--- config.mk ---
export PLATFORM = sky130hd
export DESIGN_NAME = data_mem_arbiter
export DESIGN_NICKNAME = d
export VERILOG_FILES = /design/src/rtl/data_mem_arbiter.sv
export SDC_FILE = /design/constraint.sdc
export NUM_CORES = 1
export LEC_CHECK = 0
export BUFFER_PORTS_ARGS = -buffer_cell sky130_fd_sc_hd__buf_2
export CAP_MARGIN = 40
export CORE_AREA = 2 2 118 120
export CTS_BUF_LIST = sky130_fd_sc_hd__clkbuf_2
export DETAILED_ROUTE_END_ITERATION = 10
export DIE_AREA = 0 0 120 122
export GPL_ROUTABILITY_DRIVEN = 0
export PLACE_DENSITY = 0.58
export SYNTH_ARGS = -nofsm -noshare
export SYNTH_HDL_FRONTEND = slang
export SYNTH_SLANG_ARGS = --single-unit
--- constraint.sdc ---
create_clock -name clk -period 2.6 [get_ports clk]
set_clock_uncertainty 0.1 [all_clocks]
set_input_delay 0.52 -clock clk [delete_from_list [all_inputs] [get_ports clk]]
set_output_delay 0.52 -clock clk [all_outputs]
set_load 0.03 [all_outputs]
--- src/rtl/data_mem_arbiter.sv ---
// Data-memory port arbiter between the CPU MEM stage and an external requester.
// EXT wins when the CPU is idle or after MAX_WAIT consecutive denied cycles.
module data_mem_arbiter #(
  parameter int unsigned DATA_WIDTH = 32,
  parameter int unsigned ADDR_WIDTH = 32,
  parameter int unsigned MAX_WAIT   = 4
) (
  input  logic                  clk,
  input  logic                  reset,

  input  logic                  cpu_req,
  input  logic                  cpu_we,
  input  logic [ADDR_WIDTH-1:0] cpu_addr,
  input  logic [DATA_WIDTH-1:0] cpu_wdata,
  output logic [DATA_WIDTH-1:0] cpu_rdata,
  output logic                  cpu_stall,

  input  logic                  ext_req,
  input  logic                  ext_we,
  input  logic [ADDR_WIDTH-1:0] ext_addr,
  input  logic [DATA_WIDTH-1:0] ext_wdata,
  output logic                  ext_gnt,
  output logic [DATA_WIDTH-1:0] ext_rdata,
  output logic                  ext_rvalid,

  output logic                  mem_read,
  output logic                  mem_write,
  output logic [ADDR_WIDTH-1:0] mem_addr,
  output logic [DATA_WIDTH-1:0] mem_wdata,
  input  logic [DATA_WIDTH-1:0] mem_rdata,

  output logic [1:0]            owner
);

  localparam logic [3:0] MaxWaitCnt = 4'(MAX_WAIT);

  logic [3:0]            wait_cnt_q, wait_cnt_d;
  logic                  cpu_gnt;
  logic                  ext_rvalid_q;
  logic [DATA_WIDTH-1:0] ext_rdata_q;
  logic [1:0]            owner_q;

  always_comb begin
    ext_gnt   = ext_req & (~cpu_req | (wait_cnt_q == MaxWaitCnt));
    cpu_gnt   = cpu_req & ~ext_gnt;
    cpu_stall = cpu_req & ~cpu_gnt;
  end

  // Only the granted side reaches the memory; a denied store never strobes mem_write.
  always_comb begin
    mem_read  = 1'b0;
    mem_write = 1'b0;
    mem_addr  = '0;
    mem_wdata = '0;
    if (ext_gnt) begin
      mem_read  = ~ext_we;
      mem_write = ext_we;
      mem_addr  = ext_addr;
      mem_wdata = ext_wdata;
    end else if (cpu_gnt) begin
      mem_read  = ~cpu_we;
      mem_write = cpu_we;
      mem_addr  = cpu_addr;
      mem_wdata = cpu_wdata;
    end
  end

  always_comb begin
    cpu_rdata = (cpu_gnt & ~cpu_we) ? mem_rdata : '0;
  end

  always_comb begin
    wait_cnt_d = wait_cnt_q;
    if (!ext_req || ext_gnt) begin
      wait_cnt_d = 4'd0;
    end else if (wait_cnt_q < MaxWaitCnt) begin
      wait_cnt_d = wait_cnt_q + 4'd1;
    end
  end

  always_ff @(posedge clk or negedge reset) begin
    if (!reset) begin
      wait_cnt_q   <= 4'd0;
      ext_rvalid_q <= 1'b0;
      ext_rdata_q  <= '0;
      owner_q      <= 2'b00;
    end else begin
      wait_cnt_q   <= wait_cnt_d;
      ext_rvalid_q <= ext_gnt & ~ext_we;
      owner_q      <= {ext_gnt, cpu_gnt};
      if (ext_gnt && !ext_we) begin
        ext_rdata_q <= mem_rdata;
      end
    end
  end

  assign ext_rvalid = ext_rvalid_q;
  assign ext_rdata  = ext_rdata_q;
  assign owner      = owner_q;

endmodule

==> results of run 1 <==
stage by stage:
| stage | util [%] | instances | power [uW] | setup slack [ns] | hold slack, ns |
|---|---|---|---|---|---|
| 2_1_floorplan | - | 370 | 1413 | 0.2619 | 0.1244 |
| 3_3_place_gp | 34.73 | 819 | 1813 | 0.2194 | 0.3618 |
| 3_5_place_dp | 34.73 | 819 | 1818 | 0.2181 | 0.3694 |
| 4_1_cts | 42.16 | 865 | 2381 | -0.1744 | 0.1909 |
| 5_1_grt | 45.21 | 877 | 2568 | -0.3072 | 0.1757 |
| 6_report | 45.22 | 878 | 2422 | -0.1980 | 0.2381 |
metal layers:
| metal | up-vias | track usage (%) |
|---|---|---|
| li1 | 1981 | - |
| met1 | 1906 | 20.28 |
| met2 | 243 | 32.00 |
| met3 | 19 | 3.745 |
| met4 | 0 | 5.809 |
| met5 | - | 0 |
logic make-up (layout without fill, tap and decap cells):
kind of cell | Yosys count | count (layout) | share of synthesized area (%)
simple gates | 110 | 110 | 17.11
flops | 39 | 39 | 32.47
mux | 32 | 32 | 11.99
buf+inv | 48 | 374 | 8.326
fa+ha+maj | 2 | 2 | 0.8325
compound gates | 139 | 139 | 29.27
other cells | 0 | 2 | 0
power groups by stage:
stage               registers [uW]  clock network, uW  logic (uW)
floorplan                      959                  0         454
global placement               750                  0        1060
detailed placement             756                  0        1060
CTS                            743                395        1240
global route                   759                424        1390
finish                         744                367        1310
flip-flops by register name, summed over array words and instances, names as in the netlist:
signal,cells
ext_rdata,32
ext_rvalid,1
owner,2
wait_cnt_q,4
worst min path at each step:
| stage | from | slack [ns] | end | depth (start not counted) |
|---|---|---|---|---|
| after floorplan | reset | 0.12 | ext_rdata[0] | 0 |
| after global placement | ext_rdata[19] | 0.36 | ext_rdata[19] | 1 |
| after detailed placement | ext_rdata[5] | 0.37 | ext_rdata[5] | 1 |
| after CTS | mem_rdata[23] | 0.19 | ext_rdata[23] | 2 |
| after global routing | mem_rdata[4] | 0.18 | ext_rdata[4] | 2 |
| final | mem_rdata[23] | 0.24 | ext_rdata[23] | 2 |
repair_timing:
item,4_1_cts,5_1_grt
hold buffers,1,0
hold endpoints to repair,25,0
gates resized for setup,177,95
setup endpoints to repair,100,101
pin swaps,13,15
setup buffers,29,6
gates cloned,8,7
worst reg2reg max path, cell delays in order, from the launching register on:
cell	delay (ns)
dfrtp_1	0.41
inv_2	0.06
buf_4	0.12
buf_4	0.12
buf_4	0.12
buf_4	0.12
buf_4	0.12
buf_4	0.12
buf_4	0.12
buf_4	0.12
buf_4	0.12
buf_4	0.12
buf_4	0.12
buf_4	0.12
buf_4	0.12
buf_4	0.12
buf_4	0.12
buf_4	0.12
buf_4	0.12
nand2_2	0.05
a21oi_2	0.05
cell type report:
cell class	instances	area (sq um)	area share, %
antenna	2	5.005	0.08195
clock buffer	5	25.02	0.4098
clock inverter	3	38.79	0.6351
inverter	4	15.01	0.2459
multi-input combinational	283	2013	32.96
sequential	39	975.9	15.98
tap	180	225.2	3.688
timing repair buffer	362	2809	45.99
placed cells by master (no fill, tap or decap), types with 8 or more instances in the layout:
cell      synthesis  routed
dfrtp_1          39      39
o211ai_1         65      65
mux2_1           32      32
buf_12            0       8
buf_2            14     200
buf_6             7      67
buf_4             0      71
nand2_1          69      68
and2_4            0      18
o21ai_2           0      20
o21ai_1          39      39
and2_1           32      14
==> flow_summary_export.csv, run 1 <==
group,metric,value,unit
route,viasPerCell,4.726,
die,coreArea,0.01350,sq mm
placed_design,hpwl,8.651,mm
worst_setup_path,r2r_start,"wait_cnt_q[0]",
synthesis,yosys_warnings,0,
synthesis,synth_area_per_cell,8.123,sq um
worst_setup_path,slowest_stage,"dfrtp_1",
synthesis,synthCells,370,
route,drt_pre_antenna_iters,4,
pwr,p_int,1398,uW
clock_tree,clock_latency,0.39,ns
worst_setup_path,critPathCapture,"wait_cnt_q[0]",
synthesis,synth_edf_count,0,
worst_setup_path,path_depth,20,
sta,finalSetupViolCount,99,
pwr,power.leakage,0.002977,uW
grt,grt_usage,17.52,%
worst_setup_path,required,2.81,ns
finish,area_delta_synth_final,103.2,%
pwr,p_sw,1024,uW
synthesis,synth_cell_types,24,
clock_tree,cts-root-buf,"clkbuf_2",
worst_setup_path,critPathBufInv,18,
finish,n_fill_cell,1329,
die,die_area,0.01464,sq mm
synthesis,synth.area.top_cells,"dfrtp_1 (32%), o211ai_1 (16%), mux2_1 (12%), nand2_1 (8.6%), and2_1 (6.7%)",
route,drt-initial-drc-count,199,
die,start_util,22.26,%
sta,slew_headroom,58.03,%
sta,final.setup.tns,-7.626,ns
status,violations,"negative setup slack",
sta,finalCriticalPeriod,2.798,ns
worst_setup_path,reg2reg_to,"wait_cnt_q[0]",
pwr,p_comb_share,54.2,%
route,wire_per_inst,17.08,microns
worst_setup_path,ff2ff_setup_slack,-0.20,ns
route,drc_errors,0,
synthesis,netlist_area,0.003005,sq mm
route,vias,4149,
worst_setup_path,critPathArrivalTime,3.01,ns
sta,clock.fmax,357.4,MHz
route,drt-met1-wl,5.607,mm
synthesis,seq_area_frac_synth,32.47,%
run,drv_cap,0,
worst_setup_path,end_kind,"flip-flop",
die,die_height,122,microns
clock_tree,path_clk_slew,0.21,ns
worst_setup_path,crit_path_cell_trace,"inv_2 -> buf_4 -> buf_4 -> buf_4 -> buf_4 -> buf_4 -> buf_4 -> buf_4 -> buf_4 -> buf_4 -> buf_4 -> buf_4 -> buf_4 -> buf_4 -> buf_4 -> buf_4 -> buf_4 -> buf_4 -> nand2_2 -> a21oi_2",
worst_setup_path,r2r_cells,20,
synthesis,synth-main-ff-cell,"dfrtp_1",
die,rows,43,
route,wl_met2,7.805,mm
sta,rsz0062_at_grt,"yes",
die,die_w,120,microns
pwr,p_sw_share,42.28,%
grt,grt_max_degree,70,
synthesis,synthArstFlopShare,100.0,%
clock_tree,numCtsBuffers,5,
worst_setup_path,cp_top_family,"buffers and inverters",
pwr,p_seq_share,30.7,%
worst_setup_path,crit_top_cell,"buf_4",
synthesis,yosysMostFrequentCell,"nand2_1",
route,dr_wl_met3,1.275,mm
sta,layout_setup_ws,-0.1980,ns
sta,fin_crit_sh,107.6,%
finish,finalInstanceArea,0.006107,sq mm
route,postRouteAntennaNets,0,
grt,grt_pass1_vias,3817,
pwr,p_per_area,396.6,mW/mm^2
worst_setup_path,max_stage_delay,0.41,ns
clock_tree,cts_tree,"done",
finish,fin_nets,863,
die,ios,301,
synthesis,synth_commonest_cells,"nand2_1 (69), o211ai_1 (65), dfrtp_1 (39), o21ai_1 (39)",
hold_path,hold_path.class,"input port to flip-flop",
route,wirelength,15.00,mm
worst_setup_path,cp_max_fo,2,
grt,grt_antenna_before_repair,2,
worst_setup_path,worstSetupStartpointType,"flip-flop",
route,routed.top_layer,"met4",
worst_setup_path,cp-startpoint,"wait_cnt_q[0]",
sta,worst_pin_slew,0.6296,ns
synthesis,synth_top_area_share,32.47,%
pwr,ir_drop,0.2302,mV
grt,grt_pass1_wl,20.15,mm
synthesis,yosys.area.top_type,"dfrtp_1",
pwr,power_frac_clock,15.1,%
worst_setup_path,crit_type,"flip-flop to flip-flop",
sta,slew_violations,0,
synthesis,synth_seq_cells,39,
grt,grt-ovfl-total,0,
clock_tree,cts.sinks,39,
status,status,"finished, violations left",
clock_tree,ctsHtreeMaxLevel,2,
clock_tree,cts_buffer_depth,2,
placed_design,io_buffer_count,300,
finish,layout-drive-gt1-share,60.92,%
placed_design,placedInstanceArea,0.004690,sq mm
sta,timing_hold_violations_final,0,
synthesis,synth_nets,538,
Note: power is estimated with default switching activity, not from simulation.
==> inputs of run 2 (changes only) <==
--- a/config.mk
+++ b/config.mk
@@ -7,12 +7,12 @@
 export LEC_CHECK = 0
 export BUFFER_PORTS_ARGS = -buffer_cell sky130_fd_sc_hd__buf_2
 export CAP_MARGIN = 40
-export CORE_AREA = 2 2 118 120
+export CORE_AREA = 2 2 117 119
 export CTS_BUF_LIST = sky130_fd_sc_hd__clkbuf_2
 export DETAILED_ROUTE_END_ITERATION = 10
-export DIE_AREA = 0 0 120 122
+export DIE_AREA = 0 0 119 121
 export GPL_ROUTABILITY_DRIVEN = 0
-export PLACE_DENSITY = 0.58
+export PLACE_DENSITY = 0.59
 export SYNTH_ARGS = -nofsm -noshare
 export SYNTH_HDL_FRONTEND = slang
 export SYNTH_SLANG_ARGS = --single-unit
==> constraint.sdc (replaced) <==
create_clock -name clk -period 3.3 [get_ports clk]
set_clock_uncertainty 0.1 [all_clocks]
set_input_delay 0.66 -clock clk [delete_from_list [all_inputs] [get_ports clk]]
set_output_delay 0.66 -clock clk [all_outputs]
set_load 0.03 [all_outputs]
==> run 2 against run 1 <==
  * The run now ends clean
  * Non-clock buffer count down 50
  * Critical path depth fell by 13
  * Sequential power down 21%
  * Final area down 22%
  * Worst hold slack better by 0.13 ns
  * Clock-buffer cell count is the same
  * Die area down 1.6%
  * Via count down 11%
  * Total power down 27%
==> flow_summary_export.csv, run 2 (synthesis results as in run 1) <==
group,metric,value,unit
sta,worst_pin_slew,0.4894,ns
route,wl_met2,5.386,mm
die,die_w,119,microns
finish,largest_reg_flops,32,
clock_tree,ctsHtreeMaxLevel,2,
worst_setup_path,crit_type,"flip-flop to output pin",
sta,timing_hold_violations_final,0,
worst_setup_path,ff2ff_setup_slack,1.22,ns
clock_tree,clock_latency,0.39,ns
die,die_area,0.01440,sq mm
route,postRouteAntennaNets,0,
hold_path,hp-start,"mem_rdata[22]",
pwr,p_per_area,374.7,mW/mm^2
finish,n_antenna_cell,0,
run,drv_cap,0,
grt,grt_usage,14.17,%
worst_setup_path,critPathArrivalTime,2.33,ns
sta,clock.fmax,324.0,MHz
placed_design,hpwl,8.384,mm
clock_tree,numCtsBuffers,5,
die,start_util,22.97,%
sta,slew_headroom,67.37,%
clock_tree,cts_buffer_depth,2,
sta,finalCriticalPeriod,3.086,ns
placed_design,io_buffer_count,300,
worst_setup_path,end_kind,"output pin",
hold_path,holdPathStages,2,
clock_tree,cts_tree,"done",
worst_setup_path,required,2.54,ns
finish,area_delta_synth_final,58.08,%
grt,grt_antenna_before_repair,0,
route,vias,3691,
die,ios,301,
die,rows,42,
route,wirelength,10.84,mm
sta,slew_violations,0,
hold_path,hold_path.class,"input port to flip-flop",
finish,layout_commonest_cell,"buf_2",
sta,fin_crit_sh,93.53,%
worst_setup_path,r2r_cells,6,
finish,fin_nets,813,
worst_setup_path,r2r_start,"wait_cnt_q[0]",
route,routed.top_layer,"met4",
route,viasPerCell,4.490,
clock_tree,cts-root-buf,"clkbuf_2",
clock_tree,cts_setup_buffers,0,
placed_design,pre_cts_ws,0.5802,ns
worst_setup_path,cp_max_fo,33,
hold_path,hold_end,"ext_rdata[22]",
pwr,ir_drop,0.1746,mV
sta,final.setup.tns,0,ns
die,die_height,121,microns
sta,finalSetupViolCount,0,
finish,layout-drive-gt1-share,50.15,%
pwr,power.leakage,0.002477,uW
finish,final_cell_mix,"buf_2 (300), nand2_1 (69), o211ai_1 (65)",
worst_setup_path,reg2reg_to,"ext_rdata[23]",
clock_tree,path_clk_slew,0.22,ns
grt,grt_pass1_wl,16.75,mm
grt,grt_max_degree,69,
status,status,"complete, no violations",
route,drt-met1-wl,4.527,mm
sta,layout_setup_ws,0.2136,ns
worst_setup_path,worstSetupStartpointType,"flip-flop",
pwr,finalPower,1780,uW
clock_tree,cts.sinks,39,
grt,grt_pass1_vias,3330,
route,dr_wl_met3,829,microns
route,drc_errors,0,
sta,rsz0062_at_grt,"no",
route,wire_per_inst,13.18,microns
route,drt_pre_antenna_iters,4,
route,drt-initial-drc-count,198,
die,coreArea,0.01309,sq mm
grt,grt-ovfl-total,0,
-- run 2: worst max-delay path by stage --
stage,start,endpoint,slack [ns],cells after the start
global placement,ext_req,mem_wdata[29],0.58,5
CTS,wait_cnt_q[0],mem_read,0.08,7
floorplan,cpu_req,mem_addr[0],0.68,6
global route,wait_cnt_q[0],mem_addr[29],0.004,7
finish,wait_cnt_q[0],cpu_rdata[18],0.21,7
detailed placement,ext_req,mem_addr[31],0.58,5
-- run 2: critical path, stage by stage, from the launching register on --
cell      delay, ns
dfrtp_1        0.41
inv_1          0.06
ha_1           0.23
and3b_2        0.36
a211oi_4       0.28
buf_6          0.23
and2_1         0.16
buf_2          0.19
-- run 2: metal layers --
metal	vias up	track usage, %
met3	7	2.679
met4	0	3.497
met5	-	0
met2	193	25.36
met1	1622	17.51
li1	1869	-
-- run 2: layout make-up --
cell class	count	area, sq um
multi-input cells	283	1799
clock inverters	3	67.56
flip-flops and latches	39	975.9
well taps	176	220.2
clock buffers	5	25.02
inverters	4	15.01
fillers	1376	8334
repair buffers	312	1648
-- run 2: through the flow --
step,hold WS (ns),util (%),cells,area [sq um]
floorplan,0.2644,-,370,3005
global placement,0.3625,35.34,812,4624
detailed placement,0.3695,35.49,813,4644
CTS,0.3101,36.28,822,4747
global route,0.3218,36.31,822,4751
finish,0.3650,36.31,822,4751
-- run 2: power breakdown --
group,total (uW),internal (uW),switching (uW)
Sequential,585,554,30.8
Combinational,821,276,545
Clock,374,204,171
Total,1780,1030,746
-- run 2: timing repair --
item	CTS	global route
endpoints found under the setup margin	0	32
resized for setup	0	1
hold buffers	1	0
endpoints found under the hold margin	9	0
==> inputs of run 3 (changes only) <==
--- a/config.mk
+++ b/config.mk
@@ -7,12 +7,14 @@
 export LEC_CHECK = 0
 export BUFFER_PORTS_ARGS = -buffer_cell sky130_fd_sc_hd__buf_2
 export CAP_MARGIN = 40
-export CORE_AREA = 2 2 117 119
+export CELL_PAD_IN_SITES_DETAIL_PLACEMENT = 1
+export CELL_PAD_IN_SITES_GLOBAL_PLACEMENT = 1
+export CORE_AREA = 2 2 118 120
 export CTS_BUF_LIST = sky130_fd_sc_hd__clkbuf_2
 export DETAILED_ROUTE_END_ITERATION = 10
-export DIE_AREA = 0 0 119 121
+export DIE_AREA = 0 0 120 122
 export GPL_ROUTABILITY_DRIVEN = 0
-export PLACE_DENSITY = 0.59
+export PLACE_DENSITY = 0.82
 export SYNTH_ARGS = -nofsm -noshare
 export SYNTH_HDL_FRONTEND = slang
 export SYNTH_SLANG_ARGS = --single-unit
==> run 3 against run 2 <==
  * First-iteration DRC count is 34% lower
  * Register-to-register slack worse by 0.17 ns
  * Worst hold slack better by 0.019 ns
  * Largest cell class unchanged
  * Largest power group unchanged
  * Highest routed layer unchanged
==> flow_summary_export.csv, run 3 (synthesis results as in run 1) <==
group,metric,value,unit
pwr,power.leakage,0.002467,uW
sta,final.setup.tns,0,ns
route,viasPerCell,4.625,
clock_tree,cts_buffer_depth,2,
worst_setup_path,worstSetupStartpointType,"flip-flop",
die,die_w,120,microns
die,rows,43,
route,postRouteAntennaNets,0,
clock_tree,cts-root-buf,"clkbuf_2",
worst_setup_path,crit_path_cell_trace,"inv_1 -> ha_1 -> and3b_2 -> buf_6 -> o211ai_1 -> o21ai_1 -> buf_2",
finish,finalInstanceArea,0.004726,sq mm
worst_setup_path,required,2.54,ns
worst_setup_path,slowest_stage,"dfrtp_1",
placed_design,io_buffer_count,300,
placed_design,pre_cts_ws,0.5852,ns
grt,grt_max_degree,69,
sta,layout_setup_ws,0.2888,ns
grt,grt_antenna_before_repair,1,
clock_tree,ctsHtreeMaxLevel,2,
worst_setup_path,critPathArrivalTime,2.25,ns
route,drc_errors,0,
sta,finalCriticalPeriod,3.011,ns
worst_setup_path,cp_max_fo,45,
worst_setup_path,r2r_start,"wait_cnt_q[0]",
route,drt-initial-drc-count,131,
die,die_height,122,microns
sta,worst_pin_slew,0.4120,ns
clock_tree,cts.sinks,39,
worst_setup_path,r2r_cells,6,
clock_tree,clock_latency,0.38,ns
route,vias,3820,
worst_setup_path,crit_type,"flip-flop to output pin",
hold_path,hold_end,"ext_rdata[14]",
sta,whs,0.3843,ns
sta,rsz0062_at_grt,"no",
die,coreArea,0.01350,sq mm
die,die_area,0.01464,sq mm
route,drt_pre_antenna_iters,4,
status,status,"complete, no violations",
grt,grt_pass1_vias,3791,
worst_setup_path,reg2reg_to,"ext_rdata[22]",
placed_design,placedInstanceArea,0.004642,sq mm
run,drv_cap,0,
worst_setup_path,cp_top_family,"buffers and inverters",
placed_design,hpwl,9.902,mm
sta,timing_hold_violations_final,0,
pwr,finalPower,1707,uW
finish,fin_nets,812,
die,start_util,22.26,%
worst_setup_path,critPathBufInv,3,
route,wirelength,12.56,mm
finish,layout-drive-gt1-share,49.92,%
hold_path,holdPathStages,2,
grt,grt_pass1_wl,19.67,mm
worst_setup_path,ff2ff_setup_slack,1.05,ns
sta,finalSetupViolCount,0,
finish,layout_commonest_cell,"buf_2",
worst_setup_path,end_kind,"output pin",
clock_tree,cts_tree,"done",
grt,grt-ovfl-total,0,
hold_path,hp-start,"mem_rdata[14]",
grt,grt_usage,16.56,%
finish,final_cell_mix,"buf_2 (300), nand2_1 (69), o211ai_1 (65)",
clock_tree,cts_setup_buffers,0,
hold_path,hold_path.class,"input port to flip-flop",
clock_tree,numCtsBuffers,5,
route,wire_per_inst,15.20,microns
clock_tree,path_clk_slew,0.20,ns
sta,fin_crit_sh,91.25,%
finish,area_delta_synth_final,57.24,%
sta,slew_headroom,72.53,%
sta,slew_violations,0,
pwr,ir_drop,0.1150,mV
worst_setup_path,max_stage_delay,0.44,ns
sta,clock.fmax,332.1,MHz
finish,largest_reg_flops,32,
die,ios,301,
pwr,p_per_area,361.2,mW/mm^2
==> run 3: where the power goes <==
part | leakage (uW) | total, uW | switching (uW) | internal, uW
registers | 0.000472 | 588 | 33.1 | 555
logic | 0.00195 | 834 | 557 | 277
clock network | 0.0000404 | 285 | 161 | 125
==> run 3: layout make-up <==
type                            instances  area, sq um
Sequential cell                        39        975.9
Multi-Input combinational cell        283         1799
Tap cell                              180        225.2
Inverter                                4        15.01
Clock inverter                          3        38.79
Clock buffer                            5        25.02
Fill cell                            1745         8778
Timing Repair Buffer                  311         1644
Antenna cell                            1        2.502
==> run 3: timing repair <==
| item | in CTS | in global routing |
|---|---|---|
| endpoints found under the setup margin | 0 | 34 |
| hold buffers | 1 | 0 |
| gates resized for setup | 0 | 2 |
| hold endpoints to repair | 6 | 0 |
==> run 3: worst max path at each step <==
stage | from | to | depth (start not counted)
4_1_cts | wait_cnt_q[0] | mem_wdata[24] | 7
2_1_floorplan | cpu_req | mem_addr[0] | 6
5_1_grt | wait_cnt_q[0] | mem_wdata[31] | 7
3_5_place_dp | wait_cnt_q[0] | mem_wdata[24] | 7
6_report | wait_cnt_q[0] | mem_wdata[24] | 7
3_3_place_gp | wait_cnt_q[0] | mem_wdata[24] | 7
==> run 3: metrics by stage <==
step / instances / util (%)
floorplan: 370 / -
global placement: 815 / 34.23
detailed placement: 816 / 34.37
CTS: 825 / 34.92
global route: 826 / 34.99
finish: 826 / 34.99
==> run 3: per-layer routing <==
layer	share of wire [%]	wire length, microns	track usage [%]	vias up
li1	-	-	-	1870
met1	41	5108	19.94	1756
met2	49	6199	29.62	185
met3	9.0	1128	3.933	9
met4	0.96	120	4.191	0
met5	0	0	0	-
==> run 3: worst reg2reg max path: cells and delay by family, from the launching register on <==
| family | cells | cell delay [ns] |
|---|---|---|
| multiplexers | 1 | 0.39 |
| AO/OA/AOI/OAI | 1 | 0.27 |
| buffers and inverters | 2 | 0.50 |
| adder cells (fa/ha/maj) | 1 | 0.22 |
| flip-flops | 1 | 0.44 |
| AND/OR/NAND/NOR | 1 | 0.23 |
